--- src/rtl/buf_192x128_arb_pkg.sv ---
// Shared constants and grant encoding for the 192x128 buffer RAM front end.
package buf_192x128_arb_pkg;
  localparam int DEPTH      = 192;
  localparam int ADR_WD     = 8;
  localparam int DAT_WD     = 128;
  localparam int FIFO_DEPTH = 4;
  localparam int CNT_WD     = $clog2(FIFO_DEPTH + 1);

  typedef enum logic {
    GNT_WRITE = 1'b0,
    GNT_READ  = 1'b1
  } gnt_e;

  function automatic logic adr_ok(input logic [ADR_WD-1:0] adr);
    return adr < ADR_WD'(DEPTH);
  endfunction
endpackage

--- src/rtl/buf_192x128_arb_fifo.sv ---
// Read-return FIFO. Head is always presented on head_dat; pop is ignored when
// empty. Push and pop may coincide at any occupancy, including full. The
// storage is reset so the head reads zero out of reset.
// Ports: gclk/grst_n, push/push_dat, pop, head_dat/head_vld, cnt (occupancy).
module buf_192x128_arb_fifo #(
  parameter int DEPTH  = 4,
  parameter int W      = 128,
  parameter int CNT_WD = 3
) (
  input  logic              gclk,
  input  logic              grst_n,
  input  logic              push,
  input  logic [W-1:0]      push_dat,
  input  logic              pop,
  output logic [W-1:0]      head_dat,
  output logic              head_vld,
  output logic [CNT_WD-1:0] cnt
);
  localparam int PTR_WD = $clog2(DEPTH);

  logic [DEPTH-1:0][W-1:0] mem;
  logic [PTR_WD-1:0]       wptr, rptr;
  logic                    pop_ok;

  function automatic logic [PTR_WD-1:0] nxt(input logic [PTR_WD-1:0] p);
    return (p == PTR_WD'(DEPTH - 1)) ? '0 : p + PTR_WD'(1);
  endfunction

  assign head_vld = (cnt != '0);
  assign head_dat = mem[rptr];
  assign pop_ok   = pop & head_vld;

  always_ff @(posedge gclk or negedge grst_n) begin
    if (!grst_n) begin
      mem  <= '0;
      wptr <= '0;
      rptr <= '0;
      cnt  <= '0;
    end else begin
      if (push) begin
        mem[wptr] <= push_dat;
        wptr      <= nxt(wptr);
      end
      if (pop_ok) rptr <= nxt(rptr);
      cnt <= cnt + CNT_WD'(push) - CNT_WD'(pop_ok);
    end
  end
endmodule

--- src/rtl/buf_192x128_arb.sv ---
// Arbiter between one masked-write client and one read client onto the single
// port of the 192x128 bit-enable buffer RAM, with an in-order read-return FIFO.
// Ports: gclk/grst_n; wr_* write request channel (req/adr/msk/dat, ack);
// rd_* read request channel (req/adr, ack) and return channel (val/dat/rdy);
// ram_* registered RAM command and RAM read data; err_o out-of-range pulse.
module buf_192x128_arb
  import buf_192x128_arb_pkg::*;
(
  input  logic              gclk,
  input  logic              grst_n,
  input  logic              wr_req_i,
  input  logic [ADR_WD-1:0] wr_adr_i,
  input  logic [DAT_WD-1:0] wr_msk_i,
  input  logic [DAT_WD-1:0] wr_dat_i,
  output logic              wr_ack_o,
  input  logic              rd_req_i,
  input  logic [ADR_WD-1:0] rd_adr_i,
  output logic              rd_ack_o,
  output logic              rd_val_o,
  output logic [DAT_WD-1:0] rd_dat_o,
  input  logic              rd_rdy_i,
  output logic [ADR_WD-1:0] ram_adr_o,
  output logic [DAT_WD-1:0] ram_wr_ena_o,
  output logic [DAT_WD-1:0] ram_wr_dat_o,
  output logic              ram_rd_ena_o,
  input  logic [DAT_WD-1:0] ram_rd_dat_i,
  output logic              err_o
);
  localparam int STAGES = 1;

  // vld_pipe[0]: read command cycle, vld_pipe[1]: RAM data cycle (push).
  // zero_pipe marks out-of-range reads that return zeros in order.
  logic [STAGES:0]   vld_pipe, zero_pipe;
  logic [CNT_WD-1:0] fifo_cnt;
  logic [CNT_WD:0]   credit;
  logic              rd_elig, wr_gnt, rd_gnt, wr_ok, rd_ok;
  gnt_e              last_gnt;

  // Occupancy plus in-flight reads bounds what the FIFO could ever receive,
  // so a push can never overflow even with the consumer stalled.
  assign credit  = (CNT_WD+1)'(fifo_cnt) + (CNT_WD+1)'(vld_pipe[0])
                 + (CNT_WD+1)'(vld_pipe[1]);
  assign rd_elig = rd_req_i & (credit < (CNT_WD+1)'(FIFO_DEPTH));
  assign wr_ok   = adr_ok(wr_adr_i);
  assign rd_ok   = adr_ok(rd_adr_i);

  // On conflict the side that did not win last time goes.
  assign wr_gnt   = wr_req_i & (~rd_elig | (last_gnt == GNT_READ));
  assign rd_gnt   = rd_elig  & (~wr_req_i | (last_gnt == GNT_WRITE));
  assign wr_ack_o = wr_gnt;
  assign rd_ack_o = rd_gnt;

  always_ff @(posedge gclk or negedge grst_n) begin
    if (!grst_n) begin
      ram_adr_o    <= '0;
      ram_wr_ena_o <= '0;
      ram_wr_dat_o <= '0;
      ram_rd_ena_o <= 1'b0;
      err_o        <= 1'b0;
      last_gnt     <= GNT_READ;
      vld_pipe     <= '0;
      zero_pipe    <= '0;
    end else begin
      ram_wr_ena_o <= '0;
      ram_rd_ena_o <= 1'b0;
      err_o        <= 1'b0;
      vld_pipe     <= {vld_pipe[STAGES-1:0], rd_gnt};
      zero_pipe    <= {zero_pipe[STAGES-1:0], ~rd_ok};
      if (wr_gnt) begin
        last_gnt <= GNT_WRITE;
        if (wr_ok) begin
          ram_adr_o    <= wr_adr_i;
          ram_wr_ena_o <= wr_msk_i;
          ram_wr_dat_o <= wr_dat_i;
        end else begin
          err_o <= 1'b1;
        end
      end else if (rd_gnt) begin
        last_gnt <= GNT_READ;
        if (rd_ok) begin
          ram_adr_o    <= rd_adr_i;
          ram_rd_ena_o <= 1'b1;
        end else begin
          err_o <= 1'b1;
        end
      end
    end
  end

  buf_192x128_arb_fifo #(
    .DEPTH (FIFO_DEPTH),
    .W     (DAT_WD),
    .CNT_WD(CNT_WD)
  ) u_fifo (
    .gclk    (gclk),
    .grst_n  (grst_n),
    .push    (vld_pipe[STAGES]),
    .push_dat(zero_pipe[STAGES] ? '0 : ram_rd_dat_i),
    .pop     (rd_rdy_i),
    .head_dat(rd_dat_o),
    .head_vld(rd_val_o),
    .cnt     (fifo_cnt)
  );
endmodule

--- config.mk ---
export PLATFORM = sky130hd
export DESIGN_NAME = buf_192x128_arb
export DESIGN_NICKNAME = d
export VERILOG_FILES = /design/src/rtl/buf_192x128_arb_pkg.sv /design/src/rtl/buf_192x128_arb_fifo.sv /design/src/rtl/buf_192x128_arb.sv
export SDC_FILE = /design/constraint.sdc
export NUM_CORES = 1
export LEC_CHECK = 0
export ABC_CLOCK_PERIOD_IN_PS = 6870
export BUFFER_PORTS_ARGS = -buffer_cell sky130_fd_sc_hd__clkbuf_2
export CAP_MARGIN = 20
export CORE_AREA = 2 2 315 317
export DETAILED_ROUTE_END_ITERATION = 8
export DIE_AREA = 0 0 317 319
export SYNTH_ARGS = -nofsm -noshare
export SYNTH_HDL_FRONTEND = slang
export SYNTH_SLANG_ARGS = --single-unit
--- constraint.sdc ---
create_clock -name gclk -period 6.87 [get_ports gclk]
set_input_delay 1.7175 -clock gclk [delete_from_list [all_inputs] [get_ports gclk]]
set_output_delay 1.7175 -clock gclk [all_outputs]
set_load 0.03 [all_outputs]
==> run metrics <==
status=finished, final reports clean; Achievable Freq=0.210 GHz; Netlist cell types=37; Synth top area share=61.5%; crit path kind=reg -> out; Mapped Nets=3008; DRT Wirelength=89.5 mm; DPL Wire Length=60.9 mm; leading area contributor after synthesis=dfrtp_1; sequential area share after synthesis=61.6%; ys flop type=dfrtp_1; XOR/XNOR Fraction of Synth Area=0.0273%; worst slack, placed=2.38 ns; Synth Instances=2593; RSZ-0062 raised after global routing=no; worst hold path type=reg -> reg; via count=21900; fraction of layout instances using a drive strength above 1=36.3%; mux contribution to synthesized area=14.9%; DRC viols=0; Max-slew headroom=29.1%; CP arrival=3.06 ns; cells along the critical path=buf_4 -> mux4_2 -> clkbuf_2; post-synthesis register bit count=790; largest family of logic cells by synthesized area=multiplexers; minimum clock period=4.77 ns; Startpoint Class=flop; CTS hold repair buffers=0; clock root cell=clkbuf_16; Seq. cell area=0.0198 mm²; Final nets=3746; # setup viols final=0; max cap viols=0; setup ws final=2.10 ns; PostCTS Resize Cnt=0; Critical Path RT=5.15 ns; Leak=19.8 nW; Slew Viols, Final=0; M3 GR Usage=5.42%; num rows=115; All-Layer GR Usage=17.6%; M1 GR Usage=20.9%; Clock Tree Buf Depth=3; layer with the highest usage=met2; first-pass GRT wire length=137 mm; area fraction in compound gates after synthesis=8.51%; WP buf/inv=2; Die X-Extent=317 µm; Syn Std Cell Area=0.0321 mm²; most frequent cells in the layout=clkbuf_2 (800), dfrtp_1 (786), nand2_1 (517), o21ai_0 (517), and2_1 (134); simple-gate area share of the yosys netlist=11.5%; worst-skew pair later-pin latency=0.65 ns; Multi-input gate area=0.0114 mm²; Avg Cell Area, Syn=12.4 µm²; # H-tree levels=3; Clk pin slew, worst setup/hold paths=0.06 ns; Slowest-stage cell, CP=dfrtp_4; Post-synth EDFFs=0; Routed Antenna Nets=0; Layout Skew=0.0188 ns; Peak VDD IR=0.247 mV; worst-margin pin slew=1.06 ns; Area Overhead vs Synth=25.3%; critical path peak fanout=58; total gr overflow=0; Core Region=0.0977 mm²; vias in the first global route=22700; Power per Cell Area=514 mW/mm²; die height=319 µm; Synth async-reset ratio=100%; IO Pins=802; pin count of the biggest net entering global routing=158; IO Port Bufs=801; initial antenna violation count=16; Hold Slack=0.348 ns; initial core utilization=32.8%; post-synthesis adder-cell area fraction=0.413%; Design Power=0.0207 W; Crit path max-delay family=buffers and inverters; post-CTS setup buffers=0; CTS Sinks=790; Layout Utilization=41.1%; Syn. warnings=0; endpoints failing hold=0; Filler cells=9348; top cells by area, synth=dfrtp_1 (62%), mux4_2 (9.0%), o21ai_0 (8.1%); TritonCTS Buffers=88; CTS tree=built; vias per cell=4.65; First DRT Iteration DRCs=1212; setup tns final=0 ns; TritonRoute pass-1 iters=6; CP Capture Type=output port; CP peak stage delay=0.83 ns; most common cell after layout, fill and taps aside=clkbuf_2; Wirelength per Cell=19.1 µm; routability congestion estimate from global placement=0.833; met2 Resource Use GR=29.1%; crit share post-route=69.5%; Total Die Area=0.101 mm²
synthesized netlist by cell type, types with 2 or more instances:
cell type	n
a21o_1	3
nand2b_1	129
mux2_1	11
a21oi_1	9
o21ai_0	517
mux2i_1	6
mux2_2	19
buf_2	18
or3_1	2
ha_1	9
a211oi_1	6
clkbuf_2	12
nand2_1	521
dfrtp_1	789
buf_12	11
buf_6	3
buf_1	8
clkbuf_1	131
nor2_1	3
inv_1	10
mux2_4	100
and2_1	134
mux4_2	128
worst reg2reg max path, delay by kind of cell, from the launching register on:
kind,cells,cell delay [ns]
AO/OA/AOI/OAI,2,0.59
adder cells (fa/ha/maj),1,0.34
buffers and inverters,2,0.68
flip-flops,1,0.68
multiplexers,1,0.51
AND/OR/NAND/NOR,2,0.82
stage by stage:
stage                     cells  area [µm²]
after floorplan            2593       32100
after global placement     4528       37200
after detailed placement   4528       37200
after CTS                  4689       40200
after global routing       4697       40200
final                      4699       40200
path summary, 6_finish.rpt:
| kind | start | endpoint | slack (ns) | depth (start not counted) |
|---|---|---|---|---|
| setup / recovery | u_fifo.rptr[1] | rd_dat_o[83] | 2.10 | 3 |
| min in group asynchronous | grst_n | u_fifo.mem[250] | 1.13 | 1 |
| setup reg to reg | vld_pipe[1] | ram_wr_dat_o[41] | 3.14 | 8 |
| hold reg to reg | zero_pipe[0] | zero_pipe[1] | 0.35 | 0 |
| max in group asynchronous | grst_n | ram_wr_ena_o[65] | 4.30 | 2 |
| hold / removal | zero_pipe[0] | zero_pipe[1] | 0.35 | 0 |
flip-flops by register name, summed over array words and instances, names as in the netlist:
| signal | cells |
|---|---|
| ram_rd_ena_o | 1 |
| ram_wr_ena_o | 128 |
| vld_pipe | 2 |
| u_fifo.mem | 512 |
| zero_pipe | 2 |
| u_fifo.wptr | 2 |
| u_fifo.rptr | 2 |
| last_gnt | 1 |
| ram_wr_dat_o | 128 |
| u_fifo.cnt | 3 |
| ram_adr_o | 8 |
| err_o | 1 |
per-layer routing:
metal / share of wire, % / vias to the layer above
met5: 0.059 / -
met1: 39 / 10700
li1: - / 10300
met2: 49 / 726
met3: 8.1 / 148
met4: 3.8 / 8
power by group:
| part | internal, W | switching (W) |
|---|---|---|
| clock | 0.00285 | 0.00196 |
| combinational | 0.00304 | 0.00513 |
| sequential | 0.00657 | 0.00110 |
| total | 0.0125 | 0.00820 |
logic make-up after synthesis:
kind of cell | count (synthesis)
AOI/OAI and AO/OA | 538
xor gates and xnor gates | 1
adders and majority gates | 10
buffers and inverters | 196
DFF | 790
muxes | 264
and+or+nand+nor | 794
cell type report:
type	count	area share [%]
multi-input combinational	1607	28.3
clock inverter	37	1.02
inverter	12	0.118
tap	1287	4.01
timing repair buffer	832	10.9
sequential	790	49.2
antenna	10	0.0623
clock buffer	124	6.39
Note: power is estimated with default switching activity, not from simulation.
